File: src/rtl/seq_multiplier.sv
// seq_multiplier: shift-add multiplier, one multiplier bit per clock.
// An A_W x B_W unsigned product is ready B_W cycles after the accepting edge,
// using a start / busy / done handshake.
// Optional build macro SEQ_MULT_SIGNED_EN adds a signed_mode input that selects
// two's complement operands for one operation.
module seq_multiplier #(
    parameter int A_W = 10,
    parameter int B_W = 6,
    parameter int P_W = A_W + B_W
) (
    input  logic           clk,
    input  logic           reset_n,
    input  logic           start,
`ifdef SEQ_MULT_SIGNED_EN
    input  logic           signed_mode,
`endif
    input  logic [A_W-1:0] in1,
    input  logic [B_W-1:0] in2,
    output logic           busy,
    output logic           done,
    output logic [P_W-1:0] out
);

    localparam int CNT_W = $clog2(B_W + 1);

    localparam logic [1:0] S_IDLE = 2'd0;
    localparam logic [1:0] S_CALC = 2'd1;
    localparam logic [1:0] S_DONE = 2'd2;

    logic [1:0]       r_state;
    logic [A_W-1:0]   r_mcand;   // latched multiplicand
    logic [B_W-1:0]   r_mplier;  // multiplier, shares the right shift with r_acc
    logic [A_W:0]     r_acc;     // upper A_W+1 accumulator bits (keeps the carry)
    logic [CNT_W-1:0] r_cnt;
    logic [P_W-1:0]   r_out;

    logic             w_signed;
    logic             w_last;
    logic             w_sub;
    logic [A_W:0]     w_addend;
    logic [A_W:0]     w_sum;

`ifdef SEQ_MULT_SIGNED_EN
    logic r_signed;
    assign w_signed = r_signed;
`else
    assign w_signed = 1'b0;
`endif

    // The B_W-th CALC step handles the multiplier MSB; in signed mode that bit
    // carries negative weight, so its partial product is subtracted.
    assign w_last = (r_cnt == CNT_W'(B_W - 1));
    assign w_sub  = w_signed & w_last;

    // Partial product: multiplicand (sign-extended in signed mode) gated by the current multiplier bit.
    always_comb begin
        w_addend = '0;
        if (r_mplier[0]) begin
            w_addend = {w_signed & r_mcand[A_W-1], r_mcand};
        end
        w_sum = w_sub ? (r_acc - w_addend) : (r_acc + w_addend);
    end

    // Control FSM: IDLE accepts start, CALC runs B_W steps, DONE lasts one cycle.
    always_ff @(posedge clk or negedge reset_n) begin
        if (!reset_n) begin
            r_state <= S_IDLE;
        end else begin
            case (r_state)
                S_IDLE:  if (start) r_state <= S_CALC;
                S_CALC:  if (w_last) r_state <= S_DONE;
                S_DONE:  r_state <= S_IDLE;
                default: r_state <= S_IDLE;
            endcase
        end
    end

    // Datapath: latch operands on accept, then add-and-shift once per CALC cycle.
    always_ff @(posedge clk or negedge reset_n) begin
        if (!reset_n) begin
            r_mcand  <= '0;
            r_mplier <= '0;
            r_acc    <= '0;
            r_cnt    <= '0;
`ifdef SEQ_MULT_SIGNED_EN
            r_signed <= 1'b0;
`endif
        end else if (r_state == S_IDLE && start) begin
            r_mcand  <= in1;
            r_mplier <= in2;
            r_acc    <= '0;
            r_cnt    <= '0;
`ifdef SEQ_MULT_SIGNED_EN
            r_signed <= signed_mode;
`endif
        end else if (r_state == S_CALC) begin
            // Shift right by one; the fill bit is the sum's sign only in signed mode.
            r_acc    <= {w_signed & w_sum[A_W], w_sum[A_W:1]};
            r_mplier <= {w_sum[0], r_mplier[B_W-1:1]};
            r_cnt    <= r_cnt + 1'b1;
        end
    end

    // Result register: loaded from the final step, held until the next operation completes.
    always_ff @(posedge clk or negedge reset_n) begin
        if (!reset_n) begin
            r_out <= '0;
        end else if (r_state == S_CALC && w_last) begin
            r_out <= {w_sum, r_mplier[B_W-1:1]};
        end
    end

    assign busy = (r_state != S_IDLE);
    assign done = (r_state == S_DONE);
    assign out  = r_out;

endmodule

File: config.mk
export PLATFORM = sky130hd
export DESIGN_NAME = seq_multiplier
export DESIGN_NICKNAME = d
export VERILOG_FILES = /design/src/rtl/seq_multiplier.sv
export SDC_FILE = /design/constraint.sdc
export NUM_CORES = 1
export LEC_CHECK = 0
export ABC_AREA = 1
export BUFFER_PORTS_ARGS = -buffer_cell sky130_fd_sc_hd__clkbuf_2
export CORE_MARGIN = 1
export CORE_UTILIZATION = 53
export CTS_BUF_LIST = sky130_fd_sc_hd__clkbuf_4 sky130_fd_sc_hd__clkbuf_8
export DETAILED_ROUTE_END_ITERATION = 7
export MAX_ROUTING_LAYER = met4
export PLACE_DENSITY = 0.84
export SYNTH_ARGS = -nofsm -noshare
export SYNTH_HDL_FRONTEND = slang
export SYNTH_SLANG_ARGS = --single-unit
export TNS_END_PERCENT = 20
File: constraint.sdc
create_clock -name clk -period 2 [get_ports clk]
set_input_delay 0.2 -clock clk [delete_from_list [all_inputs] [get_ports clk]]
set_output_delay 0.2 -clock clk [all_outputs]
set_load 0.005 [all_outputs]
==> results of run 1 <==
[stage by stage]
stage                     hold slack [ns]  area, um^2  instances  setup TNS (ns)  total power (W)
after global placement          -0.000562        2650        379               0          0.00354
after floorplan                   -0.0956        2440        296               0          0.00311
after detailed placement          0.00678        2650        379               0          0.00363
final                              0.0809        2770        389               0          0.00423
after global routing               0.0845        2770        389         -0.0233          0.00462
after CTS                          0.0870        2750        388               0          0.00421
[worst paths after layout]
check,cells after the start,start,to
setup / recovery,9,r_mplier[0],r_acc[3]
max in group asynchronous,3,reset_n,out[14]
min in group asynchronous,2,reset_n,r_cnt[0]
hold / removal,3,in1[4],r_mcand[4]
setup reg to reg,9,r_mplier[0],r_acc[3]
hold reg to reg,2,out[7],out[7]
[area by class of cell]
class / instances / area (um^2) / share of cell area
repair buffers: 40 / 225 / 0.0814
well taps: 52 / 65.1 / 0.0235
multi-input cells: 207 / 1080 / 0.389
inverters: 35 / 134 / 0.0484
clock inverters: 2 / 12.5 / 0.00452
clock buffers: 6 / 76.3 / 0.0276
flip-flops and latches: 47 / 1180 / 0.425
[registers in the layout, summed over array words and instances, names as in the netlist]
name,flops
r_cnt,3
r_mcand,10
r_acc,10
r_mplier,6
out,16
r_state,2
[per-layer routing]
| layer | track usage | wire length [um] | up-vias |
|---|---|---|---|
| li1 | - | - | 1010 |
| met1 | 0.308 | 2340 | 922 |
| met2 | 0.345 | 2320 | 55 |
| met3 | 0.0447 | 215 | 7 |
| met4 | 0.0756 | 71 | 0 |
| met5 | - | 0 | - |
[worst register-to-register path, stage by stage, from the launching register on]
cell and delay (ns):
dfrtp_1 0.42, buf_4 0.17, nand2_1 0.05, inv_1 0.04, ha_1 0.33, a21oi_1 0.22
o21ai_2 0.11, or2_2 0.29, nand3_1 0.07, nand2_1 0.05
[what timing repair did]
item,CTS,global route
setup endpoints to repair,0,6
hold endpoints to repair,47,0
buffers inserted,0,1
hold buffers,1,0
resized for setup,0,2
[cells in the final DEF, fill, tap and decap left out, drive strengths merged, types with 2 or more instances in the layout]
cell,n
xnor2,2
clkbuf,42
a22oi,4
inv,35
ha,12
nand2,124
nand3b,3
o21ai,17
buf,3
nand3,17
nor2,13
dfrtp,47
a21oi,7
[power by group through the flow]
stage	sequential [W]	combinational [W]	clock (W)
2_1_floorplan	0.00160	0.00151	0
3_3_place_gp	0.00163	0.00191	0
3_5_place_dp	0.00164	0.00199	0
4_1_cts	0.00163	0.00200	0.000579
5_1_grt	0.00169	0.00230	0.000633
6_report	0.00163	0.00203	0.000576
[cell families after synthesis]
family / Yosys count
and+or+nand+nor: 159
DFF: 47
buffers and inverters: 42
xor gates and xnor gates: 2
AOI/OAI and AO/OA: 33
adders and majority gates: 13
==> reports/results.tsv, run 1 <==
metric	value	unit
synth-edff-count	0	
synth_commonest_cells	nand2_1, dfrtp_1, inv_1	
grt_max_degree	47	
cts_root_buf	clkbuf_8	
synth_top_area_share	0.482	
drt_iter0_drc	211	
clkPwrFrac	0.136	
seq_area_frac_synth	0.482	
layout_setup_ws	0.145	ns
die_w	69.9	um
dieArea	0.00488	mm^2
grt_pass1_wl	8520	um
relSlewSlack	0.664	
p_int	0.00241	W
peakVddDrop	0.813	mV
drv_slew	0	
syn-cell-area	0.00244	mm^2
path_clk_slew	0.09	ns
path_cells	buf_4 > nand2_1 > inv_1 > ha_1 > a21oi_1 > o21ai_2 > or2_2 > nand3_1 > nand2_1	
clock.fmax	539	MHz
netlist_instances	296	
finalHoldViolCount	0	
drt-pass1-iter-count	4	
avgRoutedWirePerCell	12.7	um
cp_num_buf_inv	2	
grt_pass1_vias	1881	
antenna_found_initial	0	
rrSetupSlack	0.15	ns
critPathMaxStageDelay	0.42	ns
critical-path-top-delay-family	simple AND/OR/NAND/NOR gates	
crit_type	reg2reg	
p_leak	1.60	nW
yosys.area_share.xor_xnor	0.00717	
h-tree-depth	2	
fin_skew	0.00766	ns
path_max_fanout	6	
layout-drive-gt1-share	0.196	
cts_tree	built	
num_io_pins	37	
numCtsBuffers	5	
diodes	0	
wl	4940	um
cpMostUsedCell	nand2_1	
final-setup-viol-count	0	
synth.area.mux_share	0	
ant_nets	0	
cts.sinks	47	
hold_path.class	in2reg	
initial_utilization	0.557	
synthArstFlopShare	1.00	
cts_buffer_depth	2	
start_kind	flop	
yosysMostFrequentCell	nand2_1	
core	0.00438	mm^2
cap_viol_max_count	0	
synth_fa_ha_area_frac	0.0697	
synth_compound_gate_area_share	0.0886	
tightest_slew	0.503	ns
arrival	2.06	ns
die_h	69.9	um
required	2.21	ns
area_delta_synth_final	13.2	%
clock_latency	0.31	ns
fp-row-count	24	
synth_top_family_by_area	simple AND/OR/NAND/NOR gates	
seqPwrFrac	0.386	
vias_per_cell	5.13	
vias	1994	
avgSynthCellArea	8.25	um^2
p_sw	0.00182	W
place_ws	0.102	ns
powerDensity	1530	mW/mm^2
gp_congestion	0.878	
grt.total_usage	0.227	
globalRouteOverflowTotal	0	
p_sw_frac	0.431	
dp_hpwl	3520	um
status	completed	
endpoint_kind	flop	
fillerInstances	379	
fin_crit	1.85	ns
synth_fp_nets	328	
drc	0	
synth_simple_gate_area_frac	0.273	
synth_seq_cells	47	
ys.flop_type	dfrtp_1	
synth_cell_type_count	31	
yosysTopAreaCell	dfrtp_1	
post-route-period-util	0.927	
crit_path_top_delay_cell	dfrtp_1	
synth.area.top_cells	dfrtp_1, nand2_1, ha_1, inv_1, nand3_1	
fin_nets	368	
final_util	0.631	
portBuffers	36	
p_comb_frac	0.478	
yosys_warnings	0	
No activity file was read; power rests on OpenSTA's default activity.
==> run 2: changes to the inputs <==
Settings changed: PLACE_DENSITY 0.84 to not set, PLACE_DENSITY_LB_ADDON set to 0.3.
==> reports/results.tsv, run 2 (same netlist as run 1, synthesis figures left out) <==
metric	value	unit
peakVddDrop	0.677	mV
final-setup-viol-count	0	
clock_latency	0.30	ns
portBuffers	36	
report.power.total	0.00420	W
layout-drive-gt1-share	0.200	
clkPwrFrac	0.136	
core	0.00438	mm^2
die_h	69.9	um
fp-row-count	24	
powerDensity	1520	mW/mm^2
rr_worst_depth	9	
rrSetupSlack	0.19	ns
dieArea	0.00488	mm^2
status	completed	
globalRouteOverflowTotal	0	
required	2.19	ns
dp_hpwl	3470	um
clock.fmax	552	MHz
vias	1914	
largest_reg_flops	16	
area_delta_synth_final	13.2	%
post_cts_buffers	0	
path_clk_slew	0.08	ns
drt-pass1-iter-count	4	
numCtsBuffers	5	
tightest_slew	0.522	ns
crit-reg2reg-launch	r_mplier[0]	
initial_utilization	0.557	
avgRoutedWirePerCell	12.2	um
layout_setup_ws	0.190	ns
setup_tns	0	ns
cts_tree	built	
hold_path.class	in2reg	
final_util	0.631	
h-tree-depth	2	
hold_path_end	r_mcand[6]	
grt_pass1_vias	1922	
p_int	0.00241	W
gp_congestion	0.882	
ant_nets	0	
path_max_fanout	10	
arrival	2.00	ns
rsz0062_at_grt	false	
diodes	0	
place_ws	0.148	ns
fin_skew	0.00636	ns
vias_per_cell	4.95	
wl	4710	um
p_sw	0.00178	W
cts_root_buf	clkbuf_8	
antenna_found_initial	0	
endpoint_kind	flop	
layout.cells.most_common	nand2_1	
seqPwrFrac	0.385	
cts_buffer_depth	2	
start_kind	flop	
grt_max_degree	30	
grt_pass1_wl	8580	um
post-route-period-util	0.905	
cap_viol_max_count	0	
layout_common_cells	nand2_1, dfrtp_1, clkbuf_2, inv_1, nand3_1	
drc	0	
hold_depth	3	
placed_area	0.00265	mm^2
crit_type	reg2reg	
p_leak	1.59	nW
grt.total_usage	0.228	
min_from	in1[6]	
fin_crit	1.81	ns
r2r-end	r_acc[3]	
relSlewSlack	0.652	
drv_slew	0	
p_comb_frac	0.479	
drt_iter0_drc	114	
p_sw_frac	0.425	
fin_nets	367	
num_io_pins	37	
finalHoldViolCount	0	
fin_area	0.00277	mm^2
die_w	69.9	um
cts.sinks	47	
run 2: layout make-up:
| class | instances | area, um^2 |
|---|---|---|
| Tap cell | 52 | 65.1 |
| Sequential cell | 47 | 1180 |
| Clock inverter | 1 | 5.00 |
| Fill cell | 399 | 1620 |
| Clock buffer | 6 | 82.6 |
| Timing Repair Buffer | 39 | 218 |
| Multi-Input combinational cell | 207 | 1080 |
| Inverter | 35 | 134 |
run 2: critical path, stage by stage, from the launching register on:
cell and delay (ns):
dfrtp_1 0.38, buf_4 0.17, nand2_1 0.06, inv_1 0.04
ha_1 0.33, a21oi_1 0.20, o21ai_2 0.11, or2_2 0.30
nand3_1 0.08, nand2_1 0.05
run 2: how the worst max path moves through the flow:
stage	depth (start not counted)	end	start	slack, ns
6_report	9	r_acc[3]	r_mplier[0]	0.19
5_1_grt	12	out[15]	r_mplier[0]	0.04
4_1_cts	11	out[13]	r_mcand[0]	0.14
3_5_place_dp	11	out[13]	r_mcand[0]	0.15
3_3_place_gp	11	out[13]	r_mcand[0]	0.19
2_1_floorplan	12	out[13]	r_mplier[0]	0.07
run 2: metal layers:
layer | wire, um | track usage | part of all wire
met1 | 2380 | 0.311 | 0.50
met2 | 2050 | 0.341 | 0.44
met3 | 205 | 0.0476 | 0.044
met4 | 72 | 0.0778 | 0.015
met5 | 0 | - | 0
run 2: repair_timing:
action | 4_1_cts | 5_1_grt
hold buffers | 1 | 0
gates resized for setup | 0 | 5
setup endpoints to repair | 0 | 6
endpoints found under the hold margin | 18 | 0
run 2: stage by stage:
stage / hold WS, ns / instances
CTS: 0.0840 / 387
floorplan: -0.0956 / 296
detailed placement: 0.194 / 379
finish: 0.0920 / 387
global placement: 0.198 / 379
global route: 0.0917 / 387
run 2: power groups by stage:
stage | combinational [W] | sequential [W] | clock (W)
finish | 0.00201 | 0.00162 | 0.000569
global route | 0.00233 | 0.00167 | 0.000625
CTS | 0.00200 | 0.00162 | 0.000587
detailed placement | 0.00198 | 0.00163 | 0
global placement | 0.00194 | 0.00161 | 0
floorplan | 0.00151 | 0.00160 | 0
